[src/rtl/natural_exp.sv]
// e^x for signed Q4.12 input, unsigned Q16.16 output.
// x*log2(e) is split into integer shift n and fraction f; 2^f comes from an interpolated LUT.
module natural_exp #(
  parameter int unsigned LOG2E_Q16    = 94548,
  parameter int unsigned LUT_IDX_BITS = 4
) (
  input  logic        clk,
  input  logic        reset_n,
  input  logic [15:0] in_x,
  input  logic        in_valid,
  output logic        in_ready,
  output logic [31:0] out_data,
  output logic        out_valid,
  input  logic        out_ready
);

  localparam int IB = LUT_IDX_BITS;
  localparam int RB = 12 - IB;

  typedef enum logic [2:0] {
    IDLE, SCALE, SPLIT, INTERP, SHIFT, DONE
  } state_t;

  state_t             r_state;
  logic signed [15:0] r_x;
  logic signed [17:0] r_t;
  logic signed [5:0]  r_n;
  logic [RB-1:0]      r_r;
  logic [16:0]        r_la;
  logic [16:0]        r_lb;
  logic [16:0]        r_y;
  logic [31:0]        r_out;
  logic               r_valid;

  logic signed [33:0] w_prod;
  logic [IB-1:0]      w_i;
  logic [16:0]        w_la;
  logic [16:0]        w_lb;
  logic [16:0]        w_diff;
  logic [RB+16:0]     w_mul;
  logic [16:0]        w_y;
  logic [31:0]        w_ext;
  logic [5:0]         w_rsh;

  // 2^(k/16) in Q1.16, rounded to nearest
  function automatic logic [16:0] lut(input int k);
    logic [16:0] v;
    unique case (k)
      0:       v = 17'd65536;
      1:       v = 17'd68438;
      2:       v = 17'd71468;
      3:       v = 17'd74632;
      4:       v = 17'd77936;
      5:       v = 17'd81386;
      6:       v = 17'd84990;
      7:       v = 17'd88752;
      8:       v = 17'd92682;
      9:       v = 17'd96785;
      10:      v = 17'd101070;
      11:      v = 17'd105545;
      12:      v = 17'd110218;
      13:      v = 17'd115098;
      14:      v = 17'd120194;
      15:      v = 17'd125515;
      16:      v = 17'd131072;
      default: v = 17'd0;
    endcase
    return v;
  endfunction

  assign w_prod = r_x * $signed({1'b0, 17'(LOG2E_Q16)});
  assign w_i    = r_t[11 -: IB];
  assign w_la   = lut(int'(w_i));
  assign w_lb   = lut(int'(w_i) + 1);
  assign w_diff = r_lb - r_la;
  assign w_mul  = w_diff * r_r;
  assign w_y    = r_la + 17'(w_mul >> RB);
  assign w_ext  = {15'd0, r_y};
  assign w_rsh  = 6'(-r_n);

  assign in_ready  = (r_state == IDLE);
  assign out_data  = r_out;
  assign out_valid = r_valid;

  always_ff @(posedge clk or negedge reset_n) begin
    if (!reset_n) begin
      r_state <= IDLE;
      r_x     <= '0;
      r_t     <= '0;
      r_n     <= '0;
      r_r     <= '0;
      r_la    <= '0;
      r_lb    <= '0;
      r_y     <= '0;
      r_out   <= '0;
      r_valid <= 1'b0;
    end else begin
      unique case (r_state)
        IDLE: begin
          if (in_valid) begin
            r_x     <= in_x;
            r_state <= SCALE;
          end
        end
        SCALE: begin
          // floor of x*log2(e), Q.12
          r_t     <= 18'(w_prod >>> 16);
          r_state <= SPLIT;
        end
        SPLIT: begin
          r_n     <= r_t[17:12];
          r_r     <= r_t[RB-1:0];
          r_la    <= w_la;
          r_lb    <= w_lb;
          r_state <= INTERP;
        end
        INTERP: begin
          r_y     <= w_y;
          r_state <= SHIFT;
        end
        SHIFT: begin
          if (r_n[5]) r_out <= w_ext >> w_rsh;
          else        r_out <= w_ext << r_n;
          r_valid <= 1'b1;
          r_state <= DONE;
        end
        DONE: begin
          if (out_ready) begin
            r_valid <= 1'b0;
            r_state <= IDLE;
          end
        end
        default: r_state <= IDLE;
      endcase
    end
  end

endmodule

[config.mk]
export PLATFORM = sky130hd
export DESIGN_NAME = natural_exp
export DESIGN_NICKNAME = d
export VERILOG_FILES = /design/src/rtl/natural_exp.sv
export SDC_FILE = /design/constraint.sdc
export NUM_CORES = 1
export LEC_CHECK = 0
export BUFFER_PORTS_ARGS = -buffer_cell sky130_fd_sc_hd__clkbuf_2
export CAP_MARGIN = 10
export CORE_MARGIN = 1.5
export CORE_UTILIZATION = 50
export DETAILED_ROUTE_END_ITERATION = 16
export PLACE_DENSITY = 0.73
export SETUP_SLACK_MARGIN = 0.1
export SYNTH_ARGS = -nofsm -noshare
export SYNTH_HDL_FRONTEND = slang
export SYNTH_SLANG_ARGS = --single-unit
[constraint.sdc]
create_clock -name clk -period 22.4 [get_ports clk]
set_input_delay 0 -clock clk [delete_from_list [all_inputs] [get_ports clk]]
set_output_delay 0 -clock clk [all_outputs]
set_load 0.01 [all_outputs]
==> summary.md, run 1 <==
| Metric | Value |
|---|---|
| Routed met3 length | `1940 um` |
| TritonCTS Buffers | `17` |
| Post-DP HPWL | `33,500 um` |
| Post-synth EDFFs | `0` |
| Seq/Total Area, Yosys | `19.2%` |
| Commonest cells after routing, fill and taps aside | `314 x inv_1, 223 x nand2_1, 199 x ha_1` |
| Clk buf depth | `2` |
| CTS tree | `yes` |
| # port buffers | `53` |
| Met1 wire length | `19,100 um` |
| Avg WL per Cell | `16.9 um` |
| Final Critical Period | `8430 ps` |
| Max-cap violations | `0` |
| Fillers | `3,110` |
| WP data arrival | `8760 ps` |
| Routed WL | `42,000 um` |
| Count of final max-slew check failures | `0` |
| Detailed-route via count | `14,000` |
| Period utilisation layout | `37.6%` |
| GPL Wtd Cong | `0.925` |
| Clock Latency Late Sink | `440 ps` |
| CP Max Fanout | `8` |
| Status | `complete, no violations` |
| Final-report hold violation count | `0` |
| Reg area | `3380 um^2` |
| Max-slew headroom | `20.1%` |
| Slowest CP cell | `a2111oi_0` |
| # diodes | `0` |
| Share of cells above drive strength 1 | `7.07%` |
| DRT iter0 DRCs | `858` |
| Die ar. | `36,300 um^2` |
| Die width | `191 um` |
| Max frequency | `119 MHz` |
| Highest metal used | `met4` |
| Die height | `191 um` |
| Most common cell after layout, fill and taps aside | `inv_1` |
| Post-Syn Area | `17,600 um^2` |
| Largest stage delay, worst path | `710 ps` |
| DRT Pass-1 Iters | `5` |
| Syn Nets | `2,394` |
| Sink Count | `135` |
| Multi-input gate area | `12,700 um^2` |
| Post-CTS sizing | `0` |
| Setup TNS | `0 ps` |
| Slew at the pin closest to its max-slew limit | `1190 ps` |
| Pin count of the biggest net entering global routing | `86` |
| Final number of setup-violating endpoints | `0` |
| WP data required | `22,740 ps` |
| Clock transition at path regs | `60 ps` |
| Core area | `34,600 um^2` |
| RSZ-0062 raised after global routing | `false` |
| Vias per cell | `5.61` |
| Cells after Synth | `2,001` |
| Clock Skew | `11.2 ps` |
| Layout Area Growth over Synthesis | `8.04%` |
| Effective utilization at floorplan | `50.8%` |
| CP Launch Type | `flop` |
| Post-CTS Setup Bufs | `0` |
| Async SR Flop Fraction | `100%` |
| Netlist cell types | `82` |
| Ys Warns | `0` |
| Hold_buf cts | `19` |
| CP Capture Type | `flop` |
| Antenna Nets Post-Route | `0` |
| Antenna violations before repair | `0` |
| GRT Util Overall | `24.2%` |
| Hold slack final | `169 ps` |
| I/O Pins | `54` |
| H-tree depth | `4` |
| Synthesized flop and latch total | `135` |
| Syn avg cell area | `8.79 um^2` |
| Clock root buffer | `clkbuf_16` |
| Rows | `68` |
| Met2 Wirelength | `20,300 um` |
| Synth Flop Type | `dfrtp_1` |
| GRT overflow | `0` |
| Hold crit path type | `in2async` |
| Critical path type | `reg2reg` |
| First-pass GRT wire length | `70,200 um` |
| Drc violations | `0` |
| Layout net count | `2,417` |
| Vias in the first global route | `13,900` |
==> worst max-delay path: cells and delay by family, from the launching register on <==
family	cells	cell delay, ps
AO/OA/AOI/OAI	14	3380
adder cells (fa/ha/maj)	7	2920
multiplexers	1	680
AND/OR/NAND/NOR	4	500
flip-flops	1	450
buffers and inverters	3	200
XOR/XNOR	1	170
==> path summary, 6_finish.rpt <==
check                                            from                        to  slack, ps  cells after the start
min in group clk                             in_valid       r_x[14]$_DFFE_PN0P_        240                      4
max in group asynchronous                     reset_n  out_data[25]$_DFFE_PN0P_      21010                      3
worst min register to register  out_valid$_DFFE_PN0P_     out_valid$_DFFE_PN0P_        480                      2
worst max register to register    r_la[1]$_DFFE_PN0P_       r_y[15]$_DFFE_PN0N_      13970                     30
worst min-delay path                          reset_n       r_x[15]$_DFFE_PN0P_        170                      2
worst max-delay path              r_la[1]$_DFFE_PN0P_       r_y[15]$_DFFE_PN0N_      13970                     30
==> layout make-up <==
type                       count  area share [%]
multi-input combinational   1470            66.9
sequential                   135            17.8
inverter                     316            6.24
tap                          455            2.99
timing repair buffer          84            2.90
clock buffer                  18            2.31
clock inverter                14           0.856
==> state kept, by name, indices dropped and copies added (netlist names) <==
signal     cells
r_t           18
r_r            8
out_data      32
r_x           16
r_la          17
out_valid      1
r_state        3
r_y           17
r_lb          17
r_n            6
==> cells by family (layout without fill, tap and decap cells) <==
logic type / after synthesis / count (layout) / synth area share [%]
mux: 63 / 63 / 4.76
flops: 135 / 135 / 19.2
compound gates: 412 / 412 / 15.0
xor+xnor: 80 / 80 / 4.06
fa+ha+maj: 373 / 373 / 33.9
buf+inv: 396 / 432 / 8.50
simple gates: 542 / 542 / 14.5
==> cell usage after synthesis (all sizes together) (4+ instances only) <==
cell     instances  area, um^2
inv            314        1180
nand2          223         837
ha             199        2490
fa             174        3480
o21ai          150         754
dfrtp          135        3380
nor2            99         372
a21oi           93         473
and2            73         457
clkbuf          71         267
xnor2           52         455
nor3            35         175
mux2i           33         330
nand3           28         140
xor2            27         236
a211oi          23         195
nor2b           22         138
a21o            17         128
nand2b          17         106
mux2            15         169
mux4            15         338
a31oi           13        81.3
o31ai           13         116
a21boi          12        90.1
or3             12        75.1
nor3b           10        75.1
o22ai           10        62.6
buf              9        42.5
o21a             9        67.6
a221oi           8        70.1
a22o             8        70.1
a22oi            7        52.6
a311oi           6        52.6
and3             6        37.5
a2111oi          5        52.6
a32oi            4        35.0
a41o             4        40.0
o21bai           4        30.0
==> layer usage <==
layer / vias up / global-route usage [%]
li1: 6688 / -
met1: 6892 / 33.3
met2: 342 / 40.5
met3: 56 / 2.74
met4: 0 / 6.51
met5: - / 0
==> metrics by stage <==
step	utilization (%)	std cells	instance area (um^2)	worst slack, ps
floorplan	-	2001	17600	14950
global placement	52.6	2441	18200	14420
detailed placement	52.6	2441	18200	14120
CTS	54.9	2492	19000	14080
global route	54.9	2492	19000	13320
finish	54.9	2492	19000	13970
Power of run 1 is left out: the tool's default activity adds up to more than one toggle a clock period on the data nets, which glitch-free logic cannot reach.
==> run 2: changes to the inputs <==
==> constraint.sdc (replaced) <==
create_clock -name clk -period 8.5 [get_ports clk]
set_input_delay 0 -clock clk [delete_from_list [all_inputs] [get_ports clk]]
set_output_delay 0 -clock clk [all_outputs]
set_load 0.01 [all_outputs]
==> run 2 against run 1 <==
Hold slack worse by 78 ps. Cell count is 0.56% higher. Non-clock buffer count is 14 higher. Clock-buffer cell count stayed put. Critical path type unchanged. Sequential share of layout area is 0.20 points lower. Die area stayed put. Core utilization is 0.63 points higher. Flip-flop and latch count stayed put. Largest cell class unchanged. Register-to-register slack worse by 13000 ps.
==> summary.md, run 2 (synthesized netlist as in run 1, its figures left out) <==
| Metric | Value |
|---|---|
| Vias per cell | `5.61` |
| Detailed-route via count | `14,100` |
| Layout Area Growth over Synthesis | `9.28%` |
| Clk buf depth | `2` |
| Effective utilization at floorplan | `50.8%` |
| Period utilisation layout | `94.1%` |
| Die width | `191 um` |
| Clock Latency Late Sink | `440 ps` |
| I/O Pins | `54` |
| Max-slew headroom | `24.0%` |
| Drc violations | `0` |
| # diodes | `0` |
| CP Capture Type | `flop` |
| Multi-input gate area | `12,800 um^2` |
| WP data arrival | `8360 ps` |
| H-tree depth | `4` |
| Max-cap violations | `0` |
| Setup TNS | `0 ps` |
| Most used cell, CP | `fa_1` |
| Sink Count | `135` |
| Slew at the pin closest to its max-slew limit | `1130 ps` |
| Max frequency | `125 MHz` |
| Crit path max-delay family | `adder cells` |
| Die ar. | `36,300 um^2` |
| Antenna Nets Post-Route | `0` |
| Max reg flops | `32` |
| Clock root buffer | `clkbuf_16` |
| Share of cells above drive strength 1 | `8.43%` |
| Critical path type | `reg2reg` |
| Slowest CP cell | `fa_1` |
| GRT Util Overall | `24.8%` |
| Hold crit path type | `in2async` |
| CP Max Fanout | `6` |
| Final-report hold violation count | `0` |
| Status | `complete, no violations` |
| Avg WL per Cell | `17.1 um` |
| Commonest cells after routing, fill and taps aside | `314 x inv_1, 223 x nand2_1, 198 x ha_1` |
| Core area | `34,600 um^2` |
| Most common cell after layout, fill and taps aside | `inv_1` |
| Reg area | `3380 um^2` |
| R2R Setup Slk | `500 ps` |
| # port buffers | `53` |
| Routed WL | `42,900 um` |
| CTS tree | `yes` |
| Fillers | `3,052` |
| First-pass GRT wire length | `71,600 um` |
| Post-DP HPWL | `33,900 um` |
| TritonCTS Buffers | `17` |
| RR Startpoint | `r_la[0]$_DFFE_PN0P_` |
| Clock transition at path regs | `60 ps` |
| Vias in the first global route | `14,000` |
| RR Endpoint | `r_y[16]$_DFFE_PN0N_` |
| Rows | `68` |
| FF-to-FF path depth | `33` |
| Final Critical Period | `8000 ps` |
| Layout net count | `2,431` |
| GRT overflow | `0` |
| Pin count of the biggest net entering global routing | `82` |
| Antenna violations before repair | `0` |
| GPL Wtd Cong | `0.907` |
| WP data required | `8860 ps` |
| WP buf/inv | `4` |
| CP Launch Type | `flop` |
| DRT Pass-1 Iters | `6` |
| Clock Skew | `15.1 ps` |
| Largest stage delay, worst path | `550 ps` |
| Count of final max-slew check failures | `0` |
| RSZ-0062 raised after global routing | `false` |
| Final number of setup-violating endpoints | `0` |
| Die height | `191 um` |
| DRT iter0 DRCs | `1,024` |
## run 2: worst register-to-register path, delay by kind of cell (launching register included)
family	cells	cell delay, ps
fa+ha+maj	8	3120
compound gates	14	2920
xor+xnor	3	600
buf+inv	4	450
simple gates	4	420
flops	1	420
## run 2: area by class of cell
| class | instances | share of cell area [%] |
|---|---|---|
| multi-input cells | 1470 | 66.6 |
| repair buffers | 98 | 3.40 |
| well taps | 455 | 2.96 |
| clock inverters | 14 | 0.970 |
| clock buffers | 18 | 2.28 |
| inverters | 316 | 6.17 |
| flip-flops and latches | 135 | 17.6 |
## run 2: what timing repair did
item / in CTS / in global routing
endpoints found under the setup margin: 0 / 5
hold endpoints to repair: 73 / 0
hold buffers: 19 / 0
buffers inserted: 0 / 7
resized for setup: 0 / 17
## run 2: how the worst max path moves through the flow
stage                   startpoint  cells after the start                  end  slack [ps]
2_1_floorplan  r_la[0]$_DFFE_PN0P_                     36  r_y[16]$_DFFE_PN0N_        1050
3_3_place_gp   r_la[1]$_DFFE_PN0P_                     36  r_y[16]$_DFFE_PN0N_         540
3_5_place_dp   r_la[0]$_DFFE_PN0P_                     33  r_y[16]$_DFFE_PN0N_         350
4_1_cts        r_la[0]$_DFFE_PN0P_                     30  r_y[15]$_DFFE_PN0N_         290
5_1_grt        r_la[0]$_DFFE_PN0P_                     36  r_y[16]$_DFFE_PN0N_          90
6_report       r_la[0]$_DFFE_PN0P_                     33  r_y[16]$_DFFE_PN0N_         500
## run 2: metal layers
metal,global-route usage (%),up-vias,routed length (um)
met2,41.2,358,20800
li1,-,6726,-
met3,4.07,46,2360
met1,33.9,6941,19100
met4,5.51,0,603
met5,0,-,0
## run 2: per-stage QoR
stage	setup WS, ps	hold WS (ps)	cells	utilization (%)	cell area [um^2]
after floorplan	1050	-296	2001	-	17600
after global placement	539	-9.33	2447	52.7	18300
after detailed placement	347	4.18	2447	52.7	18300
after CTS	290	106	2498	55.1	19100
after global routing	92.3	124	2506	55.5	19200
final	503	90.7	2506	55.5	19200
Power of run 2 is left out for the same reason.
